`src/rtl/from8bit.sv`:
```
// -----------------------------------------------------------------------------
// from8bit -- byte-to-word deserializer
//
// Reassembles 8-, 16- or 32-bit words from an 8-bit byte stream. It is the
// receive-side counterpart of the 8-bit serializer and uses the same dataS
// encoding. A completed word is presented on dataOut together with a
// one-cycle validOut strobe.
//
// Parameters:
//   MSB_FIRST  1: first byte received is the most-significant byte of the word
//              0: first byte received is the least-significant byte
//
// Optional build macro:
//   FROM8BIT_ERR_EN  adds output errOut, a one-cycle pulse on every edge that
//                    discards a partial word (width change mid-word, or
//                    dataS=11 while a word is in progress).
//
// Ports:
//   clk       in   1   clock, rising edge
//   rst       in   1   synchronous reset, active low
//   enb       in   1   block enable; 0 freezes all state (validOut drops)
//   validIn   in   1   dataIn carries a byte this cycle
//   dataIn    in   8   incoming byte
//   dataS     in   2   word size: 00=8b, 01=16b, 10=32b, 11=reserved (dropped)
//   dataOut   out  32  assembled word, zero-extended
//   widthOut  out  2   dataS value of the word on dataOut
//   validOut  out  1   one-cycle strobe: new word on dataOut
//   busy      out  1   partial word in progress
//   errOut    out  1   (FROM8BIT_ERR_EN only) partial word discarded
// -----------------------------------------------------------------------------
module from8bit #(
    parameter int MSB_FIRST = 1
) (
    input  logic        clk,
    input  logic        rst,
    input  logic        enb,
    input  logic        validIn,
    input  logic [7:0]  dataIn,
    input  logic [1:0]  dataS,
    output logic [31:0] dataOut,
    output logic [1:0]  widthOut,
    output logic        validOut,
    output logic        busy
`ifdef FROM8BIT_ERR_EN
    ,
    output logic        errOut
`endif
);

    logic [1:0]  count_q, count_d;
    logic [31:0] shift_q, shift_d;
    logic [1:0]  word_width_q, word_width_d;
    logic [31:0] data_out_q, data_out_d;
    logic [1:0]  width_out_q, width_out_d;
    logic        valid_out_q, valid_out_d;
    logic        busy_q, busy_d;

    logic        accept;
    logic        reserved;
    logic        mismatch;
    logic        start;
    logic [1:0]  eff_width;
    logic [1:0]  byte_idx;
    logic [1:0]  last_idx;
    logic [2:0]  n_bytes;
    logic [31:0] base_word;
    logic [31:0] assembled;
    logic [31:0] out_mask;
    logic        complete;

    assign accept   = enb && validIn;
    assign reserved = (dataS == 2'b11);
    // A byte arriving mid-word with a different size abandons the old word.
    assign mismatch = (count_q != 2'd0) && (dataS != word_width_q);
    // This byte opens a fresh word: either nothing pending or the pending
    // word is being abandoned.
    assign start     = (count_q == 2'd0) || mismatch;
    assign eff_width = start ? dataS : word_width_q;
    assign byte_idx  = start ? 2'd0 : count_q;
    // Starting from zero keeps stale bytes of an abandoned word out of the
    // new one, whichever byte order is in use.
    assign base_word = start ? 32'd0 : shift_q;

    always_comb begin
        last_idx = 2'd3;
        case (eff_width)
            2'b00:   last_idx = 2'd0;
            2'b01:   last_idx = 2'd1;
            default: last_idx = 2'd3;
        endcase
    end

    assign n_bytes  = {1'b0, last_idx} + 3'd1;
    assign complete = (byte_idx == last_idx);

    // Byte lanes beyond the word size are forced to zero on output.
    genvar gi;
    generate
        for (gi = 0; gi < 4; gi++) begin : gen_mask
            assign out_mask[8*gi +: 8] = (3'(gi) < n_bytes) ? 8'hff : 8'h00;
        end

        if (MSB_FIRST != 0) begin : gen_msb
            assign assembled = (base_word << 8) | {24'd0, dataIn};
        end else begin : gen_lsb
            for (gi = 0; gi < 4; gi++) begin : gen_lane
                assign assembled[8*gi +: 8] =
                    (byte_idx == 2'(gi)) ? dataIn : base_word[8*gi +: 8];
            end
        end
    endgenerate

    always_comb begin
        count_d      = count_q;
        shift_d      = shift_q;
        word_width_d = word_width_q;
        data_out_d   = data_out_q;
        width_out_d  = width_out_q;
        valid_out_d  = 1'b0;

        if (accept) begin
            if (reserved) begin
                // Reserved size: drop the byte and forget any partial word.
                count_d = 2'd0;
            end else begin
                shift_d      = assembled;
                word_width_d = eff_width;
                if (complete) begin
                    data_out_d  = assembled & out_mask;
                    width_out_d = eff_width;
                    valid_out_d = 1'b1;
                    count_d     = 2'd0;
                end else begin
                    count_d = byte_idx + 2'd1;
                end
            end
        end

        busy_d = (count_d != 2'd0);
    end

    always_ff @(posedge clk) begin
        if (!rst) begin
            count_q      <= 2'd0;
            shift_q      <= 32'd0;
            word_width_q <= 2'd0;
            data_out_q   <= 32'd0;
            width_out_q  <= 2'd0;
            valid_out_q  <= 1'b0;
            busy_q       <= 1'b0;
        end else if (enb) begin
            count_q      <= count_d;
            shift_q      <= shift_d;
            word_width_q <= word_width_d;
            data_out_q   <= data_out_d;
            width_out_q  <= width_out_d;
            valid_out_q  <= valid_out_d;
            busy_q       <= busy_d;
        end else begin
            valid_out_q  <= 1'b0;
        end
    end

    assign dataOut  = data_out_q;
    assign widthOut = width_out_q;
    assign validOut = valid_out_q;
    assign busy     = busy_q;

`ifdef FROM8BIT_ERR_EN
    logic err_q;
    logic discard;

    // Any accepted byte that finds a partial word under a different size
    // (dataS=11 always differs, as wordWidth never holds 11) throws it away.
    assign discard = accept && (count_q != 2'd0) && (reserved || mismatch);

    always_ff @(posedge clk) begin
        if (!rst) begin
            err_q <= 1'b0;
        end else begin
            err_q <= discard;
        end
    end

    assign errOut = err_q;
`endif

endmodule

```
`config.mk`:
```
export PLATFORM = sky130hd
export DESIGN_NAME = from8bit
export DESIGN_NICKNAME = d
export VERILOG_FILES = /design/src/rtl/from8bit.sv
export SDC_FILE = /design/constraint.sdc
export NUM_CORES = 1
export LEC_CHECK = 0
export CAP_MARGIN = 20
export CORE_MARGIN = 8
export CORE_UTILIZATION = 66
export DETAILED_ROUTE_END_ITERATION = 7
export DONT_BUFFER_PORTS = 1
export PLACE_DENSITY_LB_ADDON = 0.15
export SYNTH_ARGS = -nofsm -noshare
export SYNTH_HDL_FRONTEND = slang
export SYNTH_SLANG_ARGS = --single-unit
```
`constraint.sdc`:
```
create_clock -name clk -period 5.22 [get_ports clk]
set_input_delay 0.261 -clock clk [delete_from_list [all_inputs] [get_ports clk]]
set_output_delay 0.261 -clock clk [all_outputs]
set_load 0.1 [all_outputs]
```
# Yosys cells after proc, flatten, opt, wreduce, memory -nomap -nowiden
# Cells that the tools add are included.
dict set report word_totals {
  register_bits 64
  inputBits 14
  wordCells 45
}
dict set report op_classes {
  add_sub_neg 2
  order_cmp 4
  eq_ne 4
  mux 12
  bitwise 6
  reduce_logical 10
}
# operator count
set ops {}
lappend ops {{AND 32 bit} 1}
lappend ops {{2-to-1 mux 8 bit} 4}
lappend ops {{bitwise OR 32 x 8 -> 32 bit} 1}
lappend ops {{2-to-1 mux 24 bit} 1}
lappend ops {{2-to-1 mux 2 bit} 5}
lappend ops {{less-than comparator 1 x 3 -> 1 bit (first input constant)} 2}
lappend ops {{less-than comparator 2 x 3 -> 1 bit (first input constant)} 2}
lappend ops {{logical NOT 2 bit} 2}
lappend ops {{NOT 1 bit} 4}
lappend ops {{one-hot mux 2 bit (2 select lines)} 1}
lappend ops {{AND reduction 4 bit} 1}
lappend ops {{nonzero test 2 bit} 2}
lappend ops {{OR reduction 4 bit} 1}
lappend ops {{adder 2 x 1 -> 3 bit (second input constant)} 1}
lappend ops {{AND reduction 3 bit} 1}
lappend ops {{adder 2 x 1 -> 2 bit (second input constant)} 1}
lappend ops {{equality test 2 x 1 -> 1 bit (second input constant)} 1}
lappend ops {{equality test 2 bit} 1}
lappend ops {{equality test 2 bit (second input constant)} 1}
lappend ops {{logical AND 1 bit} 2}
lappend ops {{inequality test 2 bit} 1}
lappend ops {{logical OR 1 bit} 1}
lappend ops {{2-to-1 mux 1 bit} 1}

# Longest topological paths before layout
# Gate-level depths: netlist of run 1.
dict set report logic_depth {
  word_depth 11
  mapped_depth 8
  mapped_depth_nobuf 5
}

# Worst setup path before layout of run 1
# No wires, ideal clock.
dict set report synth_timing {
  path_type {reg-to-reg}
  from {reg count_q[1]}
  to {reg data_out_q[12], in the netlist dataOut[12]}
  setup_time_ps 118
  t_arrival_ps 1605
  required_ps 5102
  setup_slack_ps 3497
  path_stages_with_launch 9
  path_buffers 3
  cell_sequence {dfxtp_1 > buf_6 > or2_4 > a2111oi_4 > a31oi_1 > and2_1 > buf_6 > buf_6 > a22o_1}
}
dict set report synth_between {
  elab_chain_cells 10
  elab_cells_between_ends 17
  classes_between {add/sub: 1; order compare: 1; eq/ne: 2; mux: 5; bitwise: 2; reduce/logical: 6}
}
# item line
set synth_lines {}
lappend synth_lines {{start: declaration} 50} ;# logic [1:0] count_q, count_d;
lappend synth_lines {{start signal: assignment} 152} ;# count_q <= count_d;
lappend synth_lines {{nonzero test 2 bit} 74} ;# assign mismatch = (count_q != 2'd0) && (dataS != word_width_q);
lappend synth_lines {{logical AND 1 bit} 74}
lappend synth_lines {{logical OR 1 bit} 77} ;# assign start = (count_q == 2'd0) || mismatch;
lappend synth_lines {{2-to-1 mux 2 bit} 78} ;# assign eff_width = start ? dataS : word_width_q;
lappend synth_lines {{equality test 2 x 1 -> 1 bit or logical NOT 2 bit (tied branches)} 86} ;# case (eff_width)
lappend synth_lines {{one-hot mux 2 bit (2 select lines)} 86}
lappend synth_lines {{adder 2 x 1 -> 3 bit} 93} ;# assign n_bytes = {1'b0, last_idx} + 3'd1;
lappend synth_lines {{less-than comparator 1 x 3 -> 1 bit} 100} ;# assign out_mask[8*gi +: 8] = (3'(gi) < n_bytes) ? 8'hff : 8'h00;
lappend synth_lines {{2-to-1 mux 8 bit} 100}
lappend synth_lines {{AND 32 bit} 129} ;# data_out_d = assembled & out_mask;
lappend synth_lines {{end signal: assignment} 155} ;# data_out_q <= data_out_d;
lappend synth_lines {{end: declaration} 53} ;# logic [31:0] data_out_q, data_out_d;
# Parallel ways exist; a longest one is shown, timed or not.
# A chain may end at the register's enable or synchronous reset.

# Worst setup path in the final report of run 1
dict set report layout_timing {
  from {reg count_q[1]}
  to {reg data_out_q[8], in the netlist dataOut[8]}
}
# Same word-level chain as after synthesis.

==> qor.txt, run 1 <==
placed insts - 269
total placed instance area - 2300 um^2
final instance area - 2550 um^2
EDFF count, synth - 0
Starting Density - 69.5%
area of the multi-input gates - 943 um^2
GPL Wtd Cong - 0.903
share of post-route cells with drive strength above 1 - 8.43%
LEAKAGE - 0.935 nW
HP Start - rst
flops & latches, synth - 64
classification of the worst-slack hold path - input pin to flop
core area - 3390 um^2
post-place setup slack - 2.80 ns
Skew-Pair Late Insertion Delay - 0.41 ns
Synth async-reset ratio - 0%
Vias - 1859
synth cell count leaders - dfxtp_1 (64), nand2_1 (30), nor2_1 (26)
CTS sink cnt - 64
Power Density - 351 nW/um^2
Final Power - 0.898 mW
reg2reg end - dataOut[8]
Main synth FF type - dfxtp_1
Seq/Total Area, Yosys - 54.4%
Die H - 75.7 um
setup TNS - 0 ns
top cells by area, synth - dfxtp_1 (54%), a22o_1 (8.9%), a22oi_1 (5.1%)
Post-Synthesis Cells - 242
worst hold endpoint - dataOut[2]
worst endpoint required time - 5.57 ns
Worst Tran Pin Value - 1.01 ns
TritonCTS Buffers - 9
maximum root-to-sink buffer count - 2
number of global-route vias before repair - 1722
RR Startpoint - count_q[1]
diode count - 0
Post-Syn Area per Cell - 9.74 um^2
final hold violations - 0
Die W - 75.7 um
grt total ovfl - 0
fin. max-slew vios - 0
largest net degree at the start of global routing - 32
clk slew on worst S/H paths - 0.10 ns
Area growth syn-to-layout - 8.44%
synthesized area - 2360 um^2
Fmax - 421 MHz
Worst EP arrival - 2.73 ns
CTS tree - built
Peak VDD IR - 245 uV
Clock Root Buffer - clkbuf_4
drt initial violations - 262
endpoint type of the worst setup path - flop
syn_nets - 256
total iterations of the first detailed-routing run - 4
DIE AREA - 5740 um^2
# Post-CTS Setup Buffers - 0
Post-route DRC - 0
H-Tree Depth - 3
post-detail-place hpwl - 3.44 mm
final wirelength - 5.28 mm
setup slack after layout - 2.85 ns
io pins - 50
unrepaired setup endpoints after global routing - no
Synthesis Warnings - 0
overall routing resource usage - 19.8%
clk_skew - 0.00790 ns
Setup CP Type - flop to flop
max_cap viols - 0
PortBufs - 0
cell taking the most area after synthesis - dfxtp_1
Worst R2R Path Depth - 6
Worst slew margin - 32.7%
first-pass GRT wire length - 8.49 mm
post-synth cell types - 37
antenna violations before repair - 0
outcome - complete, no violations
Final setup viols - 0
hold depth - 2
Avg WL per Cell - 17.9 um
FP Rows - 21
sequential cell area - 1280 um^2
Final period util - 45.5%
area share of the largest cell type after synthesis - 54.4%
number of fill cells - 245
Non-Filler Instances - 295
nets@finish - 260
ANT nets after route - 0
DR vias/cell - 6.30
Worst R2R Setup Slack - 2.85 ns
top-count cell post-synth - dfxtp_1
critical path peak fanout - 24
Worst Setup Start Kind - flop
fin crit period - 2.37 ns
==> per-stage QoR <==
| stage | hold slack (ns) | utilization, % |
|---|---|---|
| 3_5_place_dp | 0.402 | 67.8 |
| 3_3_place_gp | 0.398 | 67.8 |
| 6_report | 0.00431 | 75.4 |
| 5_1_grt | 0.00925 | 75.4 |
| 4_1_cts | 0.00424 | 75.1 |
| 2_1_floorplan | 0.394 | - |
==> routing by layer <==
layer	GRT usage, %	vias to the layer above	wire length [um]
met5	0	-	0
met4	11.9	0	144
met3	6.84	14	553
met2	31.0	87	2520
met1	22.6	882	2060
li1	-	876	-
==> critical path, stage by stage, from the launching register on <==
cell	delay, ns
dfxtp_1	0.40
and4_4	0.20
a211o_1	0.32
a31oi_1	0.17
buf_4	0.24
and2_1	0.71
a22o_1	0.26
==> final cells by class <==
type | count | area share, %
clock inverters | 3 | 1.67
flip-flops and latches | 64 | 50.1
clock buffers | 11 | 3.72
multi-input cells | 156 | 36.9
inverters | 2 | 0.294
well taps | 46 | 2.25
repair buffers | 13 | 5.00
==> placed cells by master, fill, tap and decap left out, types with 3 or more instances in the layout <==
cell	netlist	routed
clkbuf_4	0	9
dlygate4sd3_1	0	12
a211o_1	3	3
dfxtp_1	64	64
a22o_1	24	24
o21ai_1	9	9
nor2_1	26	26
nand2_1	30	30
nand3_1	11	11
a21oi_1	12	12
a22oi_1	16	16
==> repair_timing <==
action / CTS / global route
resized for setup: 0 / 0
endpoints found under the hold margin: 16 / 1
hold buffers: 11 / 1
==> sequential cells by signal (all words and copies together) (netlist names) <==
| signal | count |
|---|---|
| validOut | 1 |
| widthOut | 2 |
| dataOut | 32 |
| count_q | 2 |
| word_width_q | 2 |
| busy | 1 |
| shift_q | 24 |
==> cells by family (layout without fill, tap and decap cells) <==
kind of cell | after synthesis | after routing | share of synthesized area [%]
DFF | 64 | 64 | 54.4
and+or+nand+nor | 81 | 81 | 15.9
buffers and inverters | 22 | 29 | 5.58
xor gates and xnor gates | 2 | 2 | 0.744
AOI/OAI and AO/OA | 73 | 73 | 23.4
==> worst max-delay path by stage <==
| stage | from | end | slack [ns] | cells after the start |
|---|---|---|---|---|
| after CTS | count_q[1] | dataOut[14] | 2.84 | 6 |
| after detailed placement | validIn | dataOut[14] | 2.80 | 6 |
| after global routing | count_q[1] | dataOut[13] | 2.69 | 6 |
| after floorplan | count_q[1] | dataOut[12] | 3.50 | 8 |
| after global placement | validIn | dataOut[10] | 2.93 | 6 |
| final | count_q[1] | dataOut[8] | 2.85 | 6 |
==> report_power, final <==
| group | switching, mW | leakage (nW) | internal, mW |
|---|---|---|---|
| sequential | 0.0236 | 0.517 | 0.494 |
| clock | 0.171 | 0.0740 | 0.166 |
| combinational | 0.0268 | 0.344 | 0.0161 |
| total | 0.221 | 0.935 | 0.677 |
Power figures use the tool's default switching activity.
==> run 2: changes to the inputs <==
--- a/config.mk
+++ b/config.mk
@@ -5,9 +5,10 @@
 export SDC_FILE = /design/constraint.sdc
 export NUM_CORES = 1
 export LEC_CHECK = 0
+export ABC_AREA = 1
 export CAP_MARGIN = 20
 export CORE_MARGIN = 8
-export CORE_UTILIZATION = 66
+export CORE_UTILIZATION = 56
 export DETAILED_ROUTE_END_ITERATION = 7
 export DONT_BUFFER_PORTS = 1
 export PLACE_DENSITY_LB_ADDON = 0.15
==> constraint.sdc (replaced) <==
create_clock -name clk -period 2.1 [get_ports clk]
set_input_delay 0.105 -clock clk [delete_from_list [all_inputs] [get_ports clk]]
set_output_delay 0.105 -clock clk [all_outputs]
set_load 0.1 [all_outputs]
==> qor.txt, run 2 <==
Worst Tran Pin Value - 0.898 ns (-0.110 ns)
# Post-CTS Setup Buffers - 0 (unchanged)
setup TNS - 0 ns (unchanged)
fin crit period - 1.88 ns (-0.490 ns)
grt total ovfl - 0 (unchanged)
post-detail-place hpwl - 3.90 mm (+13%)
H-Tree Depth - 3 (unchanged)
critical path peak fanout - 35 (+46%)
Power Density - 740 nW/um^2 (+110%)
Vias - 2353 (+27%)
post-place setup slack - 0.228 ns (-2.57 ns)
number of global-route vias before repair - 2193 (+27%)
ANT nets after route - 0 (unchanged)
Main synth FF type - dfxtp_1
register share of total power - 52.3% (-5.4 points)
most frequent cells in the layout - nand2_1 (78), dfxtp_1 (64), a21oi_1 (46)
part of the power in the clock network - 40.5% (+3.0 points)
area share of the largest cell type after synthesis - 48.6% (-5.8 points)
Peak VDD IR - 626 uV (+160%)
Post-Syn Area per Cell - 7.55 um^2 (-22%)
synth cell count leaders - nand2_1 (78), dfxtp_1 (64), a21oi_1 (46)
Post-Synthesis Cells - 349 (+44%)
unrepaired setup endpoints after global routing - no
Switch Pwr - 0.569 mW (+160%)
PortBufs - 0 (unchanged)
syn_nets - 363 (+42%)
Worst R2R Setup Slack - 0.22 ns (-2.63 ns)
fin. max-slew vios - 0 (unchanged)
drt initial violations - 175 (-33%)
final wirelength - 5.91 mm (+12%)
top cells by area, synth - dfxtp_1 (49%), nand2_1 (11%), a21oi_1 (8.7%)
Avg WL per Cell - 13.1 um (-27%)
Seq/Total Area, Yosys - 48.6% (-5.8 points)
Die H - 84.6 um (+12%)
overall routing resource usage - 17.4% (-2.4 points)
combinational share of power - 7.3% (+2.5 points)
core area - 4630 um^2 (+37%)
first-pass GRT wire length - 10.1 mm (+19%)
CTS tree - built
sw frac - 24.0% (-0.62 points)
Int Power - 1.80 mW (+170%)
final core occ - 69.1% (-6.2 points)
Final period util - 89.7% (+44 points)
worst endpoint required time - 2.38 ns (-3.19 ns)
endpoint type of the worst setup path - flop
TritonCTS Buffers - 9 (unchanged)
diode count - 0 (unchanged)
Synthesis Warnings - 0 (unchanged)
io pins - 50 (unchanged)
Worst Setup Start Kind - flop
largest net degree at the start of global routing - 38 (+19%)
Non-Filler Instances - 453 (+54%)
CTS Hold Buffers Added - 11 (unchanged)
flops & latches, synth - 64 (unchanged)
FP Rows - 25 (+19%)
cell taking the most area after synthesis - dfxtp_1
Area growth syn-to-layout - 21.5%
clk_skew - 0.00426 ns (-0.00363 ns)
post-synth cell types - 25 (-32%)
top-count cell post-synth - nand2_1
Final setup viols - 0 (unchanged)
DIE AREA - 7160 um^2 (+25%)
total iterations of the first detailed-routing run - 5 (+1)
setup slack after layout - 0.216 ns (-2.63 ns)
placed insts - 426 (+58%)
Starting Density - 56.9% (-13 points)
Clock Root Buffer - clkbuf_8
final hold violations - 0 (unchanged)
Worst slew margin - 40.0% (+7.2 points)
nets@finish - 408 (+57%)
Post-route DRC - 0 (unchanged)
max_cap viols - 0 (unchanged)
classification of the worst-slack hold path - input pin to flop
share of post-route cells with drive strength above 1 - 17.3% (+8.9 points)
Worst EP arrival - 2.16 ns (-0.57 ns)
antenna violations before repair - 0 (unchanged)
GPL Wtd Cong - 0.793 (-12%)
commonest non-fill, non-tap cell in the layout - nand2_1
Setup CP Type - flop to flop
CTS sink cnt - 64 (unchanged)
Fmax - 531 MHz (+26%)
synthesized area - 2640 um^2 (+12%)
Synth async-reset ratio - 0% (unchanged)
DR vias/cell - 5.19 (-18%)
Die W - 84.6 um (+12%)
Largest register FFs - 32 (unchanged)
clk slew on worst S/H paths - 0.07 ns (-0.03 ns)
outcome - complete, no violations
CTS resizes - 0 (unchanged)
EDFF count, synth - 0 (unchanged)
Skew-Pair Late Insertion Delay - 0.34 ns (-0.07 ns)
LEAKAGE - 1.29 nW (+38%)
maximum root-to-sink buffer count - 2 (unchanged)
## run 2: cell count changes after synthesis, sizes merged, moves of 3 or more
cell   before  now
a22oi      16    0
o21a        0    8
nand3      11   25
inv         2   39
a21oi      12   46
nor3        3    0
nand2      31   82
o21ai      11    8
nand4       1   18
a22o       24    0
a211o       3    0
nor2       26   37
## run 2: path summary, 6_finish.rpt
kind               from  cells past startpoint          to
max          count_q[0]                     10  dataOut[3]
min                 enb                      4        busy
max reg2reg  count_q[0]                     10  dataOut[3]
min reg2reg  shift_q[6]                      2  shift_q[6]
## run 2: metal layers
metal	share of wire, %	GRT usage (%)	vias up
met5	0	0	-
met4	1.2	6.80	0
met3	6.9	7.61	8
met2	47	27.6	53
met1	45	20.1	1067
li1	-	-	1225
## run 2: logic make-up (layout without fill, tap and decap cells)
logic type,after synthesis,in the layout,synth area share (%)
AND/OR/NAND/NOR,162,162,28.0
flip-flops,64,64,48.6
AO/OA/AOI/OAI,63,63,12.9
buffers and inverters,58,108,9.78
XOR/XNOR,1,1,0.332
multiplexers,1,1,0.380
## run 2: power groups by stage
| stage | clock, mW | combinational [mW] | sequential (mW) |
|---|---|---|---|
| finish | 0.958 | 0.172 | 1.24 |
| CTS | 0.985 | 0.172 | 1.24 |
| global placement | 0 | 0.144 | 1.26 |
| floorplan | 0 | 0.100 | 1.29 |
| detailed placement | 0 | 0.146 | 1.26 |
| global route | 1.04 | 0.189 | 1.24 |
## run 2: area by class of cell
type / instances / area, um^2
Timing Repair Buffer: 53 / 425
Inverter: 39 / 146
Tap cell: 54 / 67.6
Multi-Input combinational cell: 227 / 1100
Fill cell: 402 / 1430
Clock inverter: 3 / 15.0
Clock buffer: 13 / 169
Sequential cell: 64 / 1280
## run 2: critical path, stage by stage, from the launching register on
cell,delay (ns)
dfxtp_1,0.41
inv_1,0.06
nand2_1,0.08
nand3_1,0.11
nor2_4,0.12
nand3_1,0.12
nand2_4,0.11
nand3_4,0.33
nor2_8,0.30
nand2_1,0.07
nand2_1,0.07
## run 2: per-stage QoR
step	cell area (um^2)	power [mW]	hold WS, ns
finish	3200	2.37	0.00978
global route	3200	2.46	0.0110
CTS	3200	2.39	0.00207
detailed placement	2910	1.41	0.212
global placement	2910	1.41	0.206
floorplan	2640	1.39	0.208
